==> config.mk <==
export PLATFORM = sky130hd
export DESIGN_NAME = gram_result_collector_flat
export DESIGN_NICKNAME = d
export VERILOG_FILES = /design/src/rtl/gram_pkg.sv /design/src/rtl/gram_result_collector_if.sv /design/src/rtl/gram_sym_index.sv /design/src/rtl/gram_result_collector.sv /design/src/flat_wrapper.sv
export SDC_FILE = /design/constraint.sdc
export NUM_CORES = 1
export LEC_CHECK = 0
export CAP_MARGIN = 10
export CORE_UTILIZATION = 50
export DETAILED_ROUTE_END_ITERATION = 10
export PLACE_DENSITY = 0.8
export SLEW_MARGIN = 25
export SYNTH_ARGS = -nofsm -noshare
export SYNTH_HDL_FRONTEND = slang
export SYNTH_SLANG_ARGS = --single-unit
==> constraint.sdc <==
create_clock -name clk -period 5.45 [get_ports clk]
set_input_delay 0.8175 -clock clk [delete_from_list [all_inputs] [get_ports clk]]
set_output_delay 0.8175 -clock clk [all_outputs]
set_load 0.1 [all_outputs]
==> src/rtl/gram_pkg.sv <==
// Shared definitions for the Gram-matrix result collector: select codes,
// FSM state encodings, packed-entry indices and the symmetric index map.
package gram_pkg;

  localparam int unsigned N_ENTRIES = 10;
  localparam int unsigned IDX_W     = 4;
  localparam int unsigned SEL_W     = 3;
  localparam int unsigned ST_W      = 2;

  // Select codes (MAC1 and MAC2 share the numeric space but address disjoint entries)
  localparam logic [SEL_W-1:0] SEL_NONE = 3'b111;
  localparam logic [SEL_W-1:0] SEL1_B12 = 3'b000;
  localparam logic [SEL_W-1:0] SEL1_B13 = 3'b001;
  localparam logic [SEL_W-1:0] SEL1_B14 = 3'b010;
  localparam logic [SEL_W-1:0] SEL1_B23 = 3'b011;
  localparam logic [SEL_W-1:0] SEL1_B34 = 3'b100;
  localparam logic [SEL_W-1:0] SEL2_B11 = 3'b000;
  localparam logic [SEL_W-1:0] SEL2_B22 = 3'b001;
  localparam logic [SEL_W-1:0] SEL2_B33 = 3'b010;
  localparam logic [SEL_W-1:0] SEL2_B44 = 3'b011;
  localparam logic [SEL_W-1:0] SEL2_B24 = 3'b100;

  // FSM state encodings
  localparam logic [ST_W-1:0] ST_IDLE    = 2'd0;
  localparam logic [ST_W-1:0] ST_COLLECT = 2'd1;
  localparam logic [ST_W-1:0] ST_STREAM  = 2'd2;

  // Upper-triangle entry indices, row-major
  localparam logic [IDX_W-1:0] E_B11 = 4'd0;
  localparam logic [IDX_W-1:0] E_B12 = 4'd1;
  localparam logic [IDX_W-1:0] E_B13 = 4'd2;
  localparam logic [IDX_W-1:0] E_B14 = 4'd3;
  localparam logic [IDX_W-1:0] E_B22 = 4'd4;
  localparam logic [IDX_W-1:0] E_B23 = 4'd5;
  localparam logic [IDX_W-1:0] E_B24 = 4'd6;
  localparam logic [IDX_W-1:0] E_B33 = 4'd7;
  localparam logic [IDX_W-1:0] E_B34 = 4'd8;
  localparam logic [IDX_W-1:0] E_B44 = 4'd9;

  // Codes 000..100 address an entry; 111 is idle; 101/110 are illegal
  function automatic logic sel_legal(input logic [SEL_W-1:0] sel);
    return sel <= 3'b100;
  endfunction

  function automatic logic sel_illegal(input logic [SEL_W-1:0] sel);
    return (sel == 3'b101) || (sel == 3'b110);
  endfunction

  function automatic logic [IDX_W-1:0] mac1_entry(input logic [SEL_W-1:0] sel);
    case (sel)
      SEL1_B12: return E_B12;
      SEL1_B13: return E_B13;
      SEL1_B14: return E_B14;
      SEL1_B23: return E_B23;
      SEL1_B34: return E_B34;
      default:  return E_B12;
    endcase
  endfunction

  function automatic logic [IDX_W-1:0] mac2_entry(input logic [SEL_W-1:0] sel);
    case (sel)
      SEL2_B11: return E_B11;
      SEL2_B22: return E_B22;
      SEL2_B33: return E_B33;
      SEL2_B44: return E_B44;
      SEL2_B24: return E_B24;
      default:  return E_B11;
    endcase
  endfunction

  // (row, col) -> packed entry, mirroring the lower triangle onto the upper
  function automatic logic [IDX_W-1:0] sym_index(input logic [1:0] row, input logic [1:0] col);
    logic [1:0] lo;
    logic [1:0] hi;
    lo = (row < col) ? row : col;
    hi = (row < col) ? col : row;
    case ({lo, hi})
      4'b00_00: return E_B11;
      4'b00_01: return E_B12;
      4'b00_10: return E_B13;
      4'b00_11: return E_B14;
      4'b01_01: return E_B22;
      4'b01_10: return E_B23;
      4'b01_11: return E_B24;
      4'b10_10: return E_B33;
      4'b10_11: return E_B34;
      4'b11_11: return E_B44;
      default:  return E_B11;
    endcase
  endfunction

endpackage

==> src/rtl/gram_result_collector_if.sv <==
// Bus bundle between the MAC datapath / host stream and the result collector.
interface gram_result_collector_if #(
  parameter int unsigned DATA_W = 16
);
  logic              start;
  logic [DATA_W-1:0] mac1_out;
  logic [DATA_W-1:0] mac2_out;
  logic [2:0]        mac1_output_sel;
  logic [2:0]        mac2_output_sel;
  logic              out_valid;
  logic              out_ready;
  logic [DATA_W-1:0] out_data;
  logic [1:0]        out_row;
  logic [1:0]        out_col;
  logic              out_last;
  logic              busy;
  logic              sel_err;

  modport master (
    output start, mac1_out, mac2_out, mac1_output_sel, mac2_output_sel, out_ready,
    input  out_valid, out_data, out_row, out_col, out_last, busy, sel_err
  );

  modport slave (
    input  start, mac1_out, mac2_out, mac1_output_sel, mac2_output_sel, out_ready,
    output out_valid, out_data, out_row, out_col, out_last, busy, sel_err
  );
endinterface

==> src/rtl/gram_sym_index.sv <==
// Combinational (row, col) -> packed upper-triangle entry index.
module gram_sym_index
  import gram_pkg::*;
(
  input  logic [1:0]       row_i,
  input  logic [1:0]       col_i,
  output logic [IDX_W-1:0] idx_o
);

  // Mirror lookup shared with the package function
  assign idx_o = sym_index(row_i, col_i);

endmodule

==> src/rtl/gram_result_collector.sv <==
// Collects the 10 unique entries of B = A*A^T from MAC1/MAC2 and streams the
// 4x4 matrix row-major over valid/ready.
// Build option: RESULT_UPPER_ONLY_EN streams only the 10 pairs with row <= col.
module gram_result_collector
  import gram_pkg::*;
#(
  parameter int unsigned DATA_W = 16
) (
  input  logic                   clk,
  input  logic                   rst,
  gram_result_collector_if.slave bus
);

  logic [ST_W-1:0]      state_q, state_d;
  logic [N_ENTRIES-1:0] mask_q, mask_d;
  logic                 sel_err_q, sel_err_d;
  logic                 out_valid_q, out_valid_d;
  logic                 out_last_q, out_last_d;
  logic [1:0]           row_q, row_d;
  logic [1:0]           col_q, col_d;
  logic [DATA_W-1:0]    out_data_q, out_data_d;
  logic                 busy_q, busy_d;
  logic [DATA_W-1:0]    buf_q [N_ENTRIES];

  logic                 wr1_c, wr2_c;
  logic [IDX_W-1:0]     wr1_idx_c, wr2_idx_c;
  logic [IDX_W-1:0]     rd_idx_c;
  logic [DATA_W-1:0]    rd_data_c;
  logic [1:0]           nxt_row_c, nxt_col_c;

  assign wr1_idx_c = mac1_entry(bus.mac1_output_sel);
  assign wr2_idx_c = mac2_entry(bus.mac2_output_sel);

  // Buffer index for the pair that will be presented next cycle
  gram_sym_index u_rd_index (
    .row_i (row_d),
    .col_i (col_d),
    .idx_o (rd_idx_c)
  );

  // Successor of the current stream pair
  always_comb begin
    nxt_row_c = row_q;
    nxt_col_c = col_q;
`ifdef RESULT_UPPER_ONLY_EN
    if (col_q == 2'd3) begin
      nxt_row_c = 2'(row_q + 2'd1);
      nxt_col_c = 2'(row_q + 2'd1);
    end else begin
      nxt_col_c = 2'(col_q + 2'd1);
    end
`else
    if (col_q == 2'd3) begin
      nxt_row_c = 2'(row_q + 2'd1);
      nxt_col_c = 2'd0;
    end else begin
      nxt_col_c = 2'(col_q + 2'd1);
    end
`endif
  end

  // Next-state, capture and stream-walk logic
  always_comb begin
    state_d     = state_q;
    mask_d      = mask_q;
    sel_err_d   = sel_err_q;
    out_valid_d = out_valid_q;
    out_last_d  = out_last_q;
    row_d       = row_q;
    col_d       = col_q;
    wr1_c       = 1'b0;
    wr2_c       = 1'b0;

    if (bus.start) begin
      state_d     = ST_COLLECT;
      mask_d      = '0;
      sel_err_d   = 1'b0;
      out_valid_d = 1'b0;
      out_last_d  = 1'b0;
      row_d       = 2'd0;
      col_d       = 2'd0;
    end else begin
      case (state_q)
        ST_COLLECT: begin
          if (sel_legal(bus.mac1_output_sel)) begin
            wr1_c             = 1'b1;
            mask_d[wr1_idx_c] = 1'b1;
          end
          if (sel_legal(bus.mac2_output_sel)) begin
            wr2_c             = 1'b1;
            mask_d[wr2_idx_c] = 1'b1;
          end
          if (sel_illegal(bus.mac1_output_sel) || sel_illegal(bus.mac2_output_sel)) begin
            sel_err_d = 1'b1;
          end
          if (&mask_d) begin
            state_d     = ST_STREAM;
            out_valid_d = 1'b1;
            out_last_d  = 1'b0;
            row_d       = 2'd0;
            col_d       = 2'd0;
          end
        end
        ST_STREAM: begin
          if (bus.out_ready) begin
            if (out_last_q) begin
              state_d     = ST_IDLE;
              out_valid_d = 1'b0;
              out_last_d  = 1'b0;
            end else begin
              row_d      = nxt_row_c;
              col_d      = nxt_col_c;
              out_last_d = (nxt_row_c == 2'd3) && (nxt_col_c == 2'd3);
            end
          end
        end
        default: ;
      endcase
    end

    busy_d = (state_d != ST_IDLE);
  end

  // Read-through so a capture in the completing cycle reaches the first beat
  always_comb begin
    rd_data_c = buf_q[rd_idx_c];
    if (wr1_c && (wr1_idx_c == rd_idx_c)) rd_data_c = bus.mac1_out;
    if (wr2_c && (wr2_idx_c == rd_idx_c)) rd_data_c = bus.mac2_out;
    out_data_d = (state_d == ST_STREAM) ? rd_data_c : out_data_q;
  end

  // Control and output registers
  always_ff @(posedge clk or posedge rst) begin
    if (rst) begin
      state_q     <= ST_IDLE;
      mask_q      <= '0;
      sel_err_q   <= 1'b0;
      out_valid_q <= 1'b0;
      out_last_q  <= 1'b0;
      row_q       <= 2'd0;
      col_q       <= 2'd0;
      out_data_q  <= '0;
      busy_q      <= 1'b0;
    end else begin
      state_q     <= state_d;
      mask_q      <= mask_d;
      sel_err_q   <= sel_err_d;
      out_valid_q <= out_valid_d;
      out_last_q  <= out_last_d;
      row_q       <= row_d;
      col_q       <= col_d;
      out_data_q  <= out_data_d;
      busy_q      <= busy_d;
    end
  end

  // Entry storage; the mask alone tracks validity, so no reset is needed
  always_ff @(posedge clk) begin
    if (wr1_c) buf_q[wr1_idx_c] <= bus.mac1_out;
    if (wr2_c) buf_q[wr2_idx_c] <= bus.mac2_out;
  end

  assign bus.out_valid = out_valid_q;
  assign bus.out_data  = out_data_q;
  assign bus.out_row   = row_q;
  assign bus.out_col   = col_q;
  assign bus.out_last  = out_last_q;
  assign bus.busy      = busy_q;
  assign bus.sel_err   = sel_err_q;

endmodule

==> src/flat_wrapper.sv <==
// flat-port wrapper written by rule: the top's interface ports become plain ports
module gram_result_collector_flat import gram_pkg::*;
#(
  parameter int unsigned DATA_W = 16
)
  (clk, rst, bus_start, bus_mac1_out, bus_mac2_out, bus_mac1_output_sel, bus_mac2_output_sel, bus_out_ready, bus_out_valid, bus_out_data, bus_out_row, bus_out_col, bus_out_last, bus_busy, bus_sel_err);
  gram_result_collector_if #(.DATA_W(DATA_W)) bus_i ();
  input  logic clk;
  input  logic rst;
  input wire logic [$bits(bus_i.start)-1:0] bus_start;
  input wire logic [$bits(bus_i.mac1_out)-1:0] bus_mac1_out;
  input wire logic [$bits(bus_i.mac2_out)-1:0] bus_mac2_out;
  input wire logic [$bits(bus_i.mac1_output_sel)-1:0] bus_mac1_output_sel;
  input wire logic [$bits(bus_i.mac2_output_sel)-1:0] bus_mac2_output_sel;
  input wire logic [$bits(bus_i.out_ready)-1:0] bus_out_ready;
  output wire logic [$bits(bus_i.out_valid)-1:0] bus_out_valid;
  output wire logic [$bits(bus_i.out_data)-1:0] bus_out_data;
  output wire logic [$bits(bus_i.out_row)-1:0] bus_out_row;
  output wire logic [$bits(bus_i.out_col)-1:0] bus_out_col;
  output wire logic [$bits(bus_i.out_last)-1:0] bus_out_last;
  output wire logic [$bits(bus_i.busy)-1:0] bus_busy;
  output wire logic [$bits(bus_i.sel_err)-1:0] bus_sel_err;
  assign bus_i.start = bus_start;
  assign bus_i.mac1_out = bus_mac1_out;
  assign bus_i.mac2_out = bus_mac2_out;
  assign bus_i.mac1_output_sel = bus_mac1_output_sel;
  assign bus_i.mac2_output_sel = bus_mac2_output_sel;
  assign bus_i.out_ready = bus_out_ready;
  assign bus_out_valid = bus_i.out_valid;
  assign bus_out_data = bus_i.out_data;
  assign bus_out_row = bus_i.out_row;
  assign bus_out_col = bus_i.out_col;
  assign bus_out_last = bus_i.out_last;
  assign bus_busy = bus_i.busy;
  assign bus_sel_err = bus_i.sel_err;
  gram_result_collector #(.DATA_W(DATA_W)) u_core (.clk(clk), .rst(rst), .bus(bus_i));
endmodule
* Word-level counts from Yosys, hierarchy flattened
Memories as Yosys holds them, arrays and structs flattened. A register that Yosys moved wholly into a read port is not among the register bits.
Cells that the tools add are included.
** Storage, ports and cells
- Flip-flop bits (word level) :: 20
- RAM bits :: 160
- Memory bits (read-only) :: 64
- Input port bits :: 42
- Output and inout port bits :: 24
- Word-level logic and storage cells :: 112
- Memories :: 2
** Memories
- u_core.buf_q :: depth 10, width 16, rd ports 1, clocked after memory_dff 1, write ports 2, line gram_result_collector.sv:23 : logic [DATA_W-1:0] buf_q [N_ENTRIES];
- (name not given) :: depth 16, width 4, rd ports 1, clocked after memory_dff 0, write ports 0, line gram_pkg.sv:77 : case ({lo, hi})
** Cells by class
- Add/sub/neg operators :: 2
- Magnitude comparators :: 7
- Equal/unequal tests :: 21
- Multiplexer cells :: 56
- Bitwise operators :: 2
- Reductions and logical operators :: 14
** Operators with widths (count)
- 10-bit 2-to-1 mux :: 8
- 2-bit 2-to-1 mux :: 16
- 4-bit one-hot mux with 4 select lines :: 2
- 1-bit 2-to-1 mux :: 23
- 10-bit OR :: 2
- 3-bit equality test, second input constant :: 6
- 3-bit by 2-bit equality test with 1-bit output, second input constant :: 4
- 2-bit one-hot mux with 2 select lines :: 3
- 2-bit equality test, second input constant :: 5
- 4-bit by 5-bit < comparator with 1-bit output, second input constant :: 2
- 10-bit AND reduction :: 1
- 1-bit demux with 4-bit select :: 2
- 4-bit by 1-bit greater-or-equal comparator with 1-bit output, second input constant :: 2
- 3-bit by 1-bit equality test with 1-bit output, second input constant :: 2
- 3-bit less-or-equal comparator, second input constant :: 2
- 3-bit by 2-bit != test with 1-bit output, second input constant :: 2
- 2-bit nonzero test :: 3
- 2-bit by 1-bit adder with 2-bit output, second input constant :: 2
- 1-bit one-hot mux with 2 select lines :: 2
- 4-bit AND reduction :: 1
- 1-bit logical AND :: 3
- 1-bit logical OR :: 3
- 3-bit != test, second input constant :: 1
- 3-bit AND reduction :: 1
- other kinds (4) :: 4

* Depth between registers and ports, before layout
An unclocked memory read counts as a cell.
- Word-level depth :: 21
- Mapped depth :: 25
- Depth with buffers taken out :: 20

* By module
Synthesis repeated with hierarchy kept, for this count alone.
** Unflattened totals
- Cells, all modules :: 856
- Area, all modules :: 10012.1 um2
** Modules (own cells, without submodules)
- gram_result_collector :: times used 1, cells an instance 832, area each 9829.4 um2, seq. area each 5705.5 um2
- gram_sym_index :: times used 1, cells an instance 24, area each 182.7 um2, seq. area each 0.0 um2

* Worst setup path before layout
OpenSTA, ideal clock, no wires.
- Kind :: in2reg
- Start point :: input port bus_mac2_output_sel[2]
- End point :: register u_core.out_data_q[10], in the netlist u_core.bus.out_data[10], read port of u_core.buf_q
- Setup time :: 132 ps
- Arrival :: 4967 ps
- Required time :: 5318 ps
- Slack :: 351 ps
- Cell stages on the path :: 22
- Buffers on the path :: 4
- Cell sequence :: buf_2 > nor3_1 > o22ai_1 > nor3_4 > a21oi_1 > or2_2 > nand2_1 > nand2_1 > nand2_1 > inv_1 > ha_1 > clkbuf_1 > a31oi_1 > a21boi_1 > or4_4 > nor2_2 > mux2i_1 > and3_1 > buf_2 > buf_2 > mux2i_1 > o221ai_2
** On the way
- Longest elaborated chain between the ends :: 17
- Elaborated cells on any way between the ends :: 30
- Those cells by class :: order compare: 4; eq/ne: 5; mux: 17; bitwise: 1; reduce/logical: 2; memory: 1
** RTL lines
- start: declaration :: line flat_wrapper.sv:14 : input wire logic [$bits(bus_i.mac2_output_sel)-1:0] bus_mac2_output_sel;
- 3-bit equality test, or another cell as far along :: line gram_pkg.sv:61 : case (sel)
- 4-bit one-hot mux with 4 select lines :: line gram_pkg.sv:61
- 4-bit by 5-bit < comparator with 1-bit output (implied by the code) or 4-bit by 1-bit greater-or-equal comparator with 1-bit output (tied branches) :: line gram_result_collector.sv:91 : mask_d[wr2_idx_c] = 1'b1;
- 1-bit logical AND (implied by the code) :: line gram_result_collector.sv:91
- 1-bit 2-to-1 mux (implied by the code) :: line gram_result_collector.sv:91
- 1-bit demux with 4-bit select
- 10-bit OR (no source line)
- 10-bit 2-to-1 mux * :: line gram_result_collector.sv:89 : if (sel_legal(bus.mac2_output_sel)) begin
- [... 2 more ...]
- 10-bit AND reduction * :: line gram_result_collector.sv:96 : if (&mask_d) begin
- 2-bit 2-to-1 mux * :: line gram_result_collector.sv:96
- 2-bit one-hot mux with 2 select lines * :: line gram_result_collector.sv:83 : case (state_q)
- 2-bit 2-to-1 mux * :: line gram_result_collector.sv:74 : if (bus.start) begin
- named net u_core.col_d[1] :: line gram_result_collector.sv:20 : logic [1:0] col_q, col_d;
- 2-bit < comparator :: line gram_pkg.sv:75, gram_pkg.sv:76
- 2-bit 2-to-1 mux, on equally long branches :: line gram_pkg.sv:76, gram_pkg.sv:75
- memory 16 x 4 bit *
- end: declaration :: line gram_result_collector.sv:21 : logic [DATA_W-1:0] out_data_q, out_data_d;
Mark *: on every way through the listed nets, which the timed path passes. The rest lies on a longest branch. The select of a mux whose other input is x is not followed.
A chain may end at the register's enable or synchronous reset.

* Worst setup path after layout
- Start point :: input port bus_mac2_output_sel[1]
- End point :: register u_core.out_data_q[11], in the netlist u_core.bus.out_data[11], read port of u_core.buf_q
** On the way
- Longest elaborated chain between the ends :: 17
- Elaborated cells on any way between the ends :: 30
- Those cells by class :: order compare: 4; eq/ne: 5; mux: 17; bitwise: 1; reduce/logical: 2; memory: 1
** RTL lines (line)
- 3-bit equality test, or another cell as far along :: gram_pkg.sv:61
- 4-bit one-hot mux with 4 select lines :: gram_pkg.sv:61
- 4-bit by 5-bit < comparator with 1-bit output (implied by the code) or 4-bit by 1-bit greater-or-equal comparator with 1-bit output (tied branches) :: gram_result_collector.sv:91
- 1-bit logical AND (implied by the code) :: gram_result_collector.sv:91
- 1-bit 2-to-1 mux (implied by the code) :: gram_result_collector.sv:91
- 1-bit demux with 4-bit select
- 10-bit OR (no source line)
- 10-bit 2-to-1 mux * :: gram_result_collector.sv:89
- 10-bit 2-to-1 mux * :: gram_result_collector.sv:83
- 10-bit 2-to-1 mux * :: gram_result_collector.sv:74
- 10-bit AND reduction * :: gram_result_collector.sv:96
- 2-bit 2-to-1 mux :: gram_result_collector.sv:96
- 2-bit one-hot mux with 2 select lines :: gram_result_collector.sv:83
- 2-bit 2-to-1 mux :: gram_result_collector.sv:74
- 2-bit < comparator :: gram_pkg.sv:75, gram_pkg.sv:76
- 2-bit 2-to-1 mux, on equally long branches :: gram_pkg.sv:76, gram_pkg.sv:75
- memory 16 x 4 bit
Mark *: on every way between the ends. The rest lies on a longest branch, timed or not. The select of a mux whose other input is x is not followed.

==> flow_summary.ini <==
[placement]
gp_routability_congestion = 0.895
placement.io_buffers = 65
detailed_place_hpwl_um = 17200
dp_slack_ns = -0.232

[worst_hold_path]
hold_class = flop to flop

[floorplanning]
row_count = 51
ioPinCount = 66
core_um2 = 19800
design.die.area_um2 = 21100
initial_core_util_pct = 51.8
die_height_um = 145
die_w_um = 145

[worst_setup_path]
crit_path_slowest_cell = clkdlybuf4s50_1
setup.worst_path.start_class = input pin
setup.reg_to_reg.worst_slack_ns = 0.86
crit_chain = clkdlybuf4s50_1, and2_0, a221oi_1, a21oi_1, a21oi_1, or2_2, nand2_1, nand2_1, nand2_1, buf_4, ha_1, nor2_2, nand4_1, a21boi_1, or4_4, buf_4, nor2_2, buf_4, o311a_1, a2111oi_2, or2_1, buf_12, o221ai_1
worstSetupPathType = input pin to flop
crit_path_max_fanout = 20
timing.critical_path.to_type = flop
critical_path_arrival_ns = 5.44
critical_path_required_ns = 5.75
max_stage_delay_ns = 0.54

[detailed_routing]
routedWlPerCell_um = 22.1
avgViaCountPerCell = 6.26
drc_errors = 0
num_vias = 7442
postRouteAntennaNets = 0
detail_route.wirelength.met1_um = 10100
met2_wl_um = 12700
routed_wirelength_um = 26300
met3_wirelength_um = 2290
detailedRoute.firstPassIterationCount = 5
first_iter_violations = 910
highest-signal-layer = met4

[clocking]
cts_made_buffers = 17
clock_latency_ns = 0.44
cts-root-to-sink-buffers = 2
cts.htree.levels = 4
post_cts_setup_buffer_count = 0
cts_root_buf = clkbuf_16
tritoncts_num_sinks = 196
tritoncts = done
clk_pin_slew_ns = 0.07

[yosys]
yosys_most_used_dff = edfxtp_1
syn-cell-area_um2 = 10200
synth_area_per_cell_um2 = 11.1
syn-instance-count = 922
number_of_register_bits_inferred_by_synthesis = 196
count_of_unique_library_cells_instantiated_by_yosys = 65
syn_nets = 971
asyncSetResetFlopFracSynth_pct = 18.4
synth-edff-count = 160
seq_area_frac_synth_pct = 55.7
synth_warnings = 0

[cells_and_area]
filler_cell_count = 1588
syn_to_final_growth_pct = 14.5
layout_commonest_cell = edfxtp_1
final_nets = 960
register_area_um2 = 5710
insertedDiodeCount = 0
share_of_layout_cells_above_drive_strength_1_pct = 19.0
most_used_cells_in_the_layout_excluding_fill_and_tap_cells = edfxtp_1 (160), nand2_1 (108), o21ai_0 (83), clkdlybuf4s50_1 (62), mux2i_1 (55)
utilization_pct = 59.3
multi_input_area_um2 = 3850

[pwr]
seq_power_share_pct = 54.1
power.ir.vdd_worst_mv = 0.235
switchingPower_mw = 0.714
power_density_nw_per_um2 = 263
power_frac_comb_pct = 7.5
internal_power_mw = 2.37
share_of_total_power_consumed_by_net_switching_pct = 23.1
p_leak_nw = 4.41
share_clk_of_total_power_pct = 38.4

[timing]
worst-slew-pin-transition_ns = 1.13
report.final.setup_viol = 0
final.setup.worst_slack_ns = 0.308
report.final.slew_viol_count = 0
rsz_0062_raised_after_global_routing = no
hold_violations = 0
final.period_utilization_pct = 94.3
final_period_minus_worst_setup_slack_ns = 5.14
max_freq_ghz = 0.194
max-slew-margin-rel_pct = 24.8
fin_worst_skew_ns = 0.0110

[grt]
number_of_antenna_violations_at_the_first_check_in_global_routing = 0
grt_pass1_vias = 7336
grt_pass1_wl_um = 40100
overflow = 0
grtUsageTotal_pct = 25.0
grt_start_max_net_pins = 47

[status]
run_status = completed

[run]
timing.max_cap.violations = 0
[logic make-up after synthesis]
| kind of cell | count (synthesis) | synth area share [%] |
|---|---|---|
| flops | 196 | 55.7 |
| compound gates | 218 | 15.2 |
| xor+xnor | 6 | 0.513 |
| mux | 103 | 10.6 |
| fa+ha+maj | 7 | 0.855 |
| simple gates | 206 | 9.82 |
| buf+inv | 186 | 7.30 |
[worst max-delay path, delay by kind of cell]
kind                     cells  cell delay [ns]
buffers and inverters        5             1.30
AO/OA/AOI/OAI                7             1.66
adder cells (fa/ha/maj)      1             0.29
AND/OR/NAND/NOR             10             1.35
[sequential cells by signal, summed over array words and instances, names as in the netlist]
name	count
u_core.bus.busy	1
u_core.buf_q	160
u_core.mask_q	10
u_core.bus.out_last	1
u_core.bus.sel_err	1
u_core.bus.out_col	2
u_core.bus.out_data	16
u_core.bus.out_valid	1
u_core.bus.out_row	2
u_core.state_q	2
[Yosys cell counts, types with 4 or more instances]
cell type  number  area, um^2
and2_1          4        25.0
nand3_1        36         180
nand2b_1        4        25.0
clkbuf_1      131         492
nor2_1         14        52.6
a31oi_1        20         125
nor3_1          4        20.0
a21o_1         13        97.6
mux2_2         48         541
o221ai_1        5        43.8
o211ai_1       31         233
inv_1          31         116
edfxtp_1      160        4800
buf_2          13        65.1
and3_1          5        31.3
mux2i_1        55         551
o22ai_1         4        25.0
nor3b_2         4        50.1
dfrtp_1        36         901
xnor2_1         5        43.8
o21ai_0        84         420
a21oi_1         7        35.0
o211a_1        18         180
ha_1            7        87.6
or3_1           4        25.0
o221ai_2       11         165
nand2_1       108         405
[per-stage QoR]
step | power, mW | hold WS, ns | setup TNS, ns | std cells | cell area, um^2
6_report | 3.09 | 0.486 | 0 | 1189 | 11700
5_1_grt | 3.16 | 0.502 | 0 | 1189 | 11700
4_1_cts | 3.09 | 0.487 | 0 | 1189 | 11700
3_5_place_dp | 1.93 | 0.470 | -3.37 | 1157 | 11200
3_3_place_gp | 1.92 | 0.475 | 0 | 1157 | 11200
2_1_floorplan | 1.85 | 0.443 | 0 | 922 | 10200
[final cells by class]
class,instances,share of cell area (%)
repair buffers,123,10.1
clock inverters,12,0.907
multi-input cells,540,32.8
well taps,265,2.83
inverters,33,1.06
flip-flops and latches,196,48.6
clock buffers,20,3.72
[layer usage]
layer,vias to the layer above,global-route usage (%)
li1,3285,-
met1,3629,31.2
met2,430,41.5
met3,98,4.62
met4,0,12.5
met5,-,0
[final timing paths]
check	startpoint	end	cells past startpoint
max	bus_mac2_output_sel[1]	u_core.bus.out_data[11]	23
min	u_core.mask_q[4]	u_core.mask_q[4]	1
max reg2reg	u_core.mask_q[6]	u_core.bus.out_data[11]	22
min reg2reg	u_core.mask_q[4]	u_core.mask_q[4]	1
max in group asynchronous	rst	u_core.bus.out_data[1]	3
min in group asynchronous	rst	u_core.mask_q[1]	3
[what timing repair did]
action | 4_1_cts | 5_1_grt
setup endpoints to repair | 0 | 16
hold buffers | 0 | 0
resized for setup | 0 | 10
[power groups by stage]
stage | logic, mW | clock network (mW) | registers (mW)
floorplan | 0.135 | 0 | 1.71
global placement | 0.219 | 0 | 1.70
detailed placement | 0.227 | 0 | 1.70
CTS | 0.228 | 1.19 | 1.67
global route | 0.248 | 1.23 | 1.67
finish | 0.231 | 1.18 | 1.67
Power figures use the tool's default switching activity.
